`src/rtl/stage_skid_buf.sv`:
```
// stage_skid_buf: two-entry skid buffer that follows the 3:1 operand select stage.
//
// Ports:
//   clk        - single clock; all state updates on its rising edge
//   reset      - synchronous, active-high; clears state and both data registers
//   in_data    - operand from the select stage (WIDTH bits)
//   in_valid   - in_data is valid this cycle
//   in_ready   - buffer can accept a word this cycle (registered, low only when full)
//   out_data   - oldest held word; always driven straight from the main register
//   out_valid  - out_data is valid (registered, high when one or two words are held)
//   out_ready  - downstream accepts out_data this cycle
//   count      - occupancy: 0, 1 or 2
//
// The main register always holds the oldest word. The skid register only fills when
// a word arrives while main is occupied and not draining. Because in_ready and
// out_valid are decoded from the state register alone, there is no combinational
// path from in_valid or out_ready to either handshake output.

module stage_skid_buf #(
  parameter int unsigned WIDTH = 8
) (
  input  logic             clk,
  input  logic             reset,
  input  logic [WIDTH-1:0] in_data,
  input  logic             in_valid,
  output logic             in_ready,
  output logic [WIDTH-1:0] out_data,
  output logic             out_valid,
  input  logic             out_ready,
  output logic [1:0]       count
);

  // Encoded so that the state value is the occupancy.
  typedef enum logic [1:0] {
    StEmpty = 2'd0,
    StOne   = 2'd1,
    StFull  = 2'd2
  } state_e;

  state_e           state_q, state_d;
  logic [WIDTH-1:0] main_q, main_d;
  logic [WIDTH-1:0] skid_q, skid_d;

  logic in_fire;
  logic out_fire;

  // Handshake outputs come from registered state only.
  always_comb begin
    in_ready  = 1'b1;
    out_valid = 1'b0;
    unique case (state_q)
      StEmpty: begin
        in_ready  = 1'b1;
        out_valid = 1'b0;
      end
      StOne: begin
        in_ready  = 1'b1;
        out_valid = 1'b1;
      end
      StFull: begin
        in_ready  = 1'b0;
        out_valid = 1'b1;
      end
      default: begin
        in_ready  = 1'b1;
        out_valid = 1'b0;
      end
    endcase
  end

  assign in_fire  = in_valid & in_ready;
  assign out_fire = out_valid & out_ready;

  assign out_data = main_q;
  assign count    = state_q;

  // Next-state and data-path steering.
  always_comb begin
    state_d = state_q;
    main_d  = main_q;
    skid_d  = skid_q;

    unique case (state_q)
      StEmpty: begin
        if (in_fire) begin
          main_d  = in_data;
          state_d = StOne;
        end
      end

      StOne: begin
        if (in_fire && out_fire) begin
          // Head leaves while the new word lands directly in main.
          main_d  = in_data;
          state_d = StOne;
        end else if (in_fire) begin
          skid_d  = in_data;
          state_d = StFull;
        end else if (out_fire) begin
          // main keeps the departed word; it is don't-care while empty.
          state_d = StEmpty;
        end
      end

      StFull: begin
        // in_ready is low here, so in_fire cannot occur.
        if (out_fire) begin
          main_d  = skid_q;
          state_d = StOne;
        end
      end

      default: begin
        state_d = StEmpty;
      end
    endcase
  end

  always_ff @(posedge clk) begin
    if (reset) begin
      state_q <= StEmpty;
      main_q  <= '0;
      skid_q  <= '0;
    end else begin
      state_q <= state_d;
      main_q  <= main_d;
      skid_q  <= skid_d;
    end
  end

endmodule
```
`config.mk`:
```
export PLATFORM = sky130hd
export DESIGN_NAME = stage_skid_buf
export DESIGN_NICKNAME = d
export VERILOG_FILES = /design/src/rtl/stage_skid_buf.sv
export SDC_FILE = /design/constraint.sdc
export NUM_CORES = 1
export LEC_CHECK = 0
export ABC_AREA = 1
export BUFFER_PORTS_ARGS = -buffer_cell sky130_fd_sc_hd__buf_2
export CORE_AREA = 2 2 51 53
export DETAILED_ROUTE_END_ITERATION = 6
export DIE_AREA = 0 0 53 55
export GPL_ROUTABILITY_DRIVEN = 0
export GPL_TIMING_DRIVEN = 1
export PLACE_DENSITY = 0.79
export SLEW_MARGIN = 30
export SYNTH_ARGS = -nofsm -noshare
export SYNTH_HDL_FRONTEND = slang
export SYNTH_SLANG_ARGS = --single-unit
```
`constraint.sdc`:
```
create_clock -name clk -period 1.3 [get_ports clk]
set_input_delay 0.065 -clock clk [delete_from_list [all_inputs] [get_ports clk]]
set_output_delay 0.065 -clock clk [all_outputs]
set_load 0.02 [all_outputs]
```
Word level (Yosys, flattened, before mapping)
Cells that the tools add are included.
{"block": "totals", "reg_bits": 18, "in_bits": 12, "output_inout_bits": 12, "elab_cells": 31}
{"block": "op_classes", "n_eq_ne": 6, "n_mux": 12, "bitwise_logic": 3, "reduce_logical": 7}
{"cell": "2-to-1 mux 8 bit", "n": 3}
{"cell": "case mux 8 bit (3 select lines)", "n": 1}
{"cell": "2-to-1 mux 2 bit", "n": 5}
{"cell": "inequality test 2 bit, second input constant", "n": 3}
{"cell": "case mux 2 bit (3 select lines)", "n": 1}
{"cell": "AND reduction 3 bit", "n": 2}
{"cell": "inequality test 4 bit, second input constant", "n": 1}
{"cell": "AND reduction 4 bit", "n": 1}
{"cell": "nonzero test 3 bit", "n": 1}
{"cell": "AND 1 bit", "n": 2}
{"cell": "equality test 2 x 1 -> 1 bit, second input constant", "n": 1}
{"cell": "equality test 2 bit, second input constant", "n": 1}
{"cell": "zero test 2 bit", "n": 1}
{"cell": "2-to-1 mux 1 bit", "n": 2}
{"cell": "OR reduction 2 bit", "n": 1}
{"cell": "logical AND 1 bit", "n": 1}
{"cell": "inverter 1 bit", "n": 1}

Depth between registers and ports, before layout
{"block": "logic_depth", "word_depth": 8, "mapped_depth": 11, "ltp_nobuf": 10}

Least setup slack after synthesis
Ideal clock, no wire load.
{"block": "synth_timing", "kind": "reg-to-reg", "startpoint": "reg state_q[0] (netlist: count[0])", "endpoint": "reg skid_q[5]", "setup_ns": 0.070, "arrival_ns": 1.746, "required_time_ns": 1.230, "path_slack_ns": -0.515, "stages_incl_launch_ff": 9, "path_buffers": 1, "period_less_slack_ns": 1.815, "cell_sequence": "dfxtp_1 -> inv_1 -> ha_1 -> nand2_1 -> nand2_1 -> nor3_4 -> buf_4 -> o21ai_0 -> a21oi_1"}
{"block": "synth_via", "elab_chain_len": 7, "elab_cells_between_ends": 10, "classes_between": "eq/ne (2); mux (2); bitwise (3); reduce/logical (3)"}
{"element": "start: declaration", "line_no": "40", "text": "state_e state_q, state_d;"}
{"element": "start signal: assignment", "line_no": "121", "text": "state_q <= StEmpty;"}
{"element": "start signal: assignment", "line_no": "125", "text": "state_q <= state_d;"}
{"element": "equality test 2 bit / equality test 2 x 1 -> 1 bit (equally long branches)", "line_no": "51", "text": "unique case (state_q)"}
{"element": "OR reduction 2 bit (no line) (*)"}
{"element": "2-to-1 mux 1 bit (*)", "line_no": "51"}
{"element": "named net out_valid", "line_no": "28", "text": "output logic out_valid,"}
{"element": "AND 1 bit (*)", "line_no": "72", "text": "assign out_fire = out_valid & out_ready;"}
{"element": "logical AND 1 bit (*)", "line_no": "92", "text": "if (in_fire && out_fire) begin"}
{"element": "inverter 1 bit (no line) (*)"}
{"element": "AND reduction 3 bit (no line) (*)"}
{"element": "end signal: assignment", "line_no": "127", "text": "skid_q <= skid_d;"}
{"element": "end: declaration", "line_no": "42", "text": "logic [WIDTH-1:0] skid_q, skid_d;"}
The timed path passes the listed nets; every way through them passes the cells marked *.
A chain may end at the register's enable or synchronous reset.

Final worst setup path
{"block": "layout_timing", "startpoint": "reg state_q[0] (netlist: count[0])", "endpoint": "reg skid_q[5]"}
{"block": "layout_via", "elab_chain_len": 7, "elab_cells_between_ends": 10, "classes_between": "eq/ne (2); mux (2); bitwise (3); reduce/logical (3)"}
{"element": "equality test 2 bit / equality test 2 x 1 -> 1 bit (equally long branches)", "line_no": "51, 83"}
{"element": "OR reduction 2 bit (no line)"}
{"element": "2-to-1 mux 1 bit", "line_no": "51"}
{"element": "AND 1 bit", "line_no": "72"}
{"element": "logical AND 1 bit", "line_no": "92"}
{"element": "inverter 1 bit (no line)"}
{"element": "AND reduction 3 bit (no line) (*)"}
Mark *: on every way between the ends. The rest lies on a longest branch, timed or not.

==> flow_metrics.py <==
metrics = {
    "outcome": {
        "status": "finished with violations",
        "failed_checks": "setup timing",
    },
    "route": {
        "wl_per_cell_um": 11.3,
        "ant_nets": 0,
        "wirelength_um": 2540,
        "dr.pass1.iters": 4,
        "vias": 1073,
        "routed_via_density": 4.77,
        "drt_iter0_drc": 36,
        "drc_errors": 0,
    },
    "global_route": {
        "grt_pass1_wl_um": 3890,
        "grt_pass1_vias": 957,
        "antenna_found_initial": 0,
        "grtUsageTotal_pct": 18.3,
        "globalRouteOverflowTotal": 0,
        "grt_start_max_net_pins": 17,
    },
    "logic_synthesis": {
        "synth-compound-area-share_pct": 13.4,
        "ys_ff_latch": 18,
        "synth.area.mux_share_pct": 0,
        "ys_seq_area_share_pct": 34.1,
        "synth-xor-area-share_pct": 0,
        "syn_inst": 156,
        "syn_avg_cell_area_um2": 6.77,
        "synthAdderAreaFrac_pct": 5.92,
        "yosys.area_share.simple_pct": 32.5,
        "synth.cell_area_um2": 1060,
        "synth.distinct_cells": 23,
        "syn-num-nets": 173,
        "synth_top_family_by_area": "simple AND/OR/NAND/NOR gates",
        "synth-warning-count": 0,
    },
    "power_and_ir_drop": {
        "power.density_nw_per_um2": 2530,
        "leakagePower_nw": 0.746,
        "ir_drop_mv": 1.95,
    },
    "clock_network": {
        "tritoncts": "built",
        "path_clk_slew_ns": 0.11,
        "htree_levels": 1,
        "cts_buffers": 3,
        "clock_sinks": 18,
        "clk_path_buf_depth": 2,
        "worstSkewPairLatency_ns": 0.30,
        "root_buffer": "clkbuf_4",
    },
    "worst_setup_path": {
        "end_kind": "register",
        "arrival_ns": 1.74,
        "r2r_slack_ns": -0.23,
        "cp_max_fo": 6,
        "crit_type": "register to register",
        "required_ns": 1.50,
        "startpoint_type": "register",
        "r2r_cells": 8,
    },
    "floorplanning": {
        "rows": 18,
        "ioPinCount": 24,
        "core_area_um2": 2360,
        "die-area_um2": 2920,
        "die_height_um": 55,
        "dieWidth_um": 53,
        "start_util_pct": 44.7,
    },
    "timing": {
        "worst_slack_ns": -0.234,
        "slew_headroom_pct": 65.4,
        "slew_viol_final": 0,
        "worst_pin_slew_ns": 0.518,
        "grt_setup_unrepaired": "true",
        "setup_tns_ns": -3.33,
        "finalCritPeriodShare_pct": 118,
        "hold_viol": 0,
        "fin_skew_ns": 0.00755,
        "setup_viol_count_final": 18,
        "max_freq_mhz": 652,
        "layout_min_cycle_time_ns": 1.53,
    },
    "placed_design": {
        "post-dp-hpwl_um": 1730,
        "placed_cell_area_um2": 1290,
        "io_buffers": 23,
    },
    "job": {
        "drv_cap": 0,
    },
    "worst_hold_path": {
        "whs_path_depth": 3,
        "hp-class": "primary input to register",
    },
    "finish": {
        "nNetsFinal": 213,
        "drive_gt1_share_pct": 36.4,
        "area_delta_synth_final_pct": 37.2,
        "diodes": 0,
        "layout_commonest_cell": "nand2_1",
        "final_cell_mix": "36 x nand2_1, 26 x inv_1, 23 x buf_2, 17 x nor2_1, 16 x dfxtp_1",
        "design_area_um2": 1450,
        "fill_cells": 210,
    },
}
[critical path, stage by stage, from the launching register on]
cell and delay, ns:
dfxtp_4 0.38, inv_4 0.05, ha_4 0.24, nand2_4 0.07
nand2_4 0.06, nor3_4 0.28, buf_6 0.18, buf_4 0.12
a21oi_1 0.06
[layer usage]
metal / up-vias / part of all wire [%] / global-route usage, %
li1: 564 / - / -
met4: 0 / 0.67 / 6.41
met2: 26 / 53 / 33.8
met5: - / 0 / 0
met3: 4 / 4.6 / 4.84
met1: 479 / 42 / 20.5
[metrics by stage]
| stage | util (%) | setup WS, ns | power [W] | hold WS, ns | std cells |
|---|---|---|---|---|---|
| 5_1_grt | 61.3 | -0.296 | 0.00401 | 0.00965 | 225 |
| 6_report | 61.3 | -0.234 | 0.00367 | 0.0143 | 225 |
| 3_5_place_dp | 54.4 | -0.221 | 0.00295 | 0.262 | 214 |
| 4_1_cts | 59.0 | -0.200 | 0.00354 | 0.00921 | 222 |
| 3_3_place_gp | 54.4 | -0.154 | 0.00290 | 0.248 | 214 |
| 2_1_floorplan | - | -0.163 | 0.00245 | 0.127 | 156 |
[kinds of logic after synthesis]
family / Yosys count
and+or+nand+nor: 74
buffers and inverters: 36
AOI/OAI and AO/OA: 23
DFF: 18
adders and majority gates: 5
[worst paths after layout]
| check | start | to |
|---|---|---|
| setup reg to reg | count[0] | skid_q[5] |
| hold / removal | in_data[1] | skid_q[1] |
| setup / recovery | count[0] | skid_q[5] |
| hold reg to reg | out_data[7] | out_data[7] |
[layout make-up]
class,instances,area (um2),share of cell area [%]
Tap cell,30,37.5,2.59
Clock buffer,4,36.3,2.50
Sequential cell,18,368,25.4
Inverter,32,130,8.98
Multi-Input combinational cell,104,631,43.5
Timing Repair Buffer,37,246,17.0
[synthesized netlist by cell type]
cell type / instances / area (um2)
clkbuf_1: 1 / 3.75
nor3_4: 1 / 16.3
buf_4: 1 / 7.51
inv_1: 29 / 109
clkinv_2: 1 / 5.00
inv_2: 2 / 7.51
buf_2: 1 / 5.00
o21a_1: 6 / 45.0
nand4_1: 8 / 50.1
nor2_1: 20 / 75.1
a21oi_4: 1 / 16.3
and2_0: 2 / 12.5
dfxtp_1: 18 / 360
nand2_1: 38 / 143
ha_1: 5 / 62.6
buf_6: 1 / 11.3
nand3_1: 1 / 5.00
o21ai_0: 9 / 45.0
nand3_4: 1 / 17.5
nand2_2: 2 / 12.5
o21ai_1: 1 / 5.00
a21oi_1: 6 / 30.0
nand2_4: 1 / 11.3
[power by group]
group | internal, W | switching, W | total [W] | leakage (nW)
Clock | 0.000171 | 0.000176 | 0.000346 | 0.0210
Sequential | 0.000748 | 0.000116 | 0.000864 | 0.149
Combinational | 0.00103 | 0.00143 | 0.00246 | 0.576
[sequential cells by signal, summed over array words and instances, names as in the netlist]
| register | count |
|---|---|
| out_data | 8 |
| skid_q | 8 |
| count | 2 |
[what timing repair did]
| item | CTS | global route |
|---|---|---|
| cloned | 2 | 1 |
| pin swaps | 6 | 3 |
| setup buffers | 1 | 2 |
| resized for setup | 13 | 10 |
| setup endpoints to repair | 18 | 19 |
| hold endpoints to repair | 2 | 0 |
| hold buffers | 1 | 0 |
Note: power is estimated with default switching activity, not from simulation.
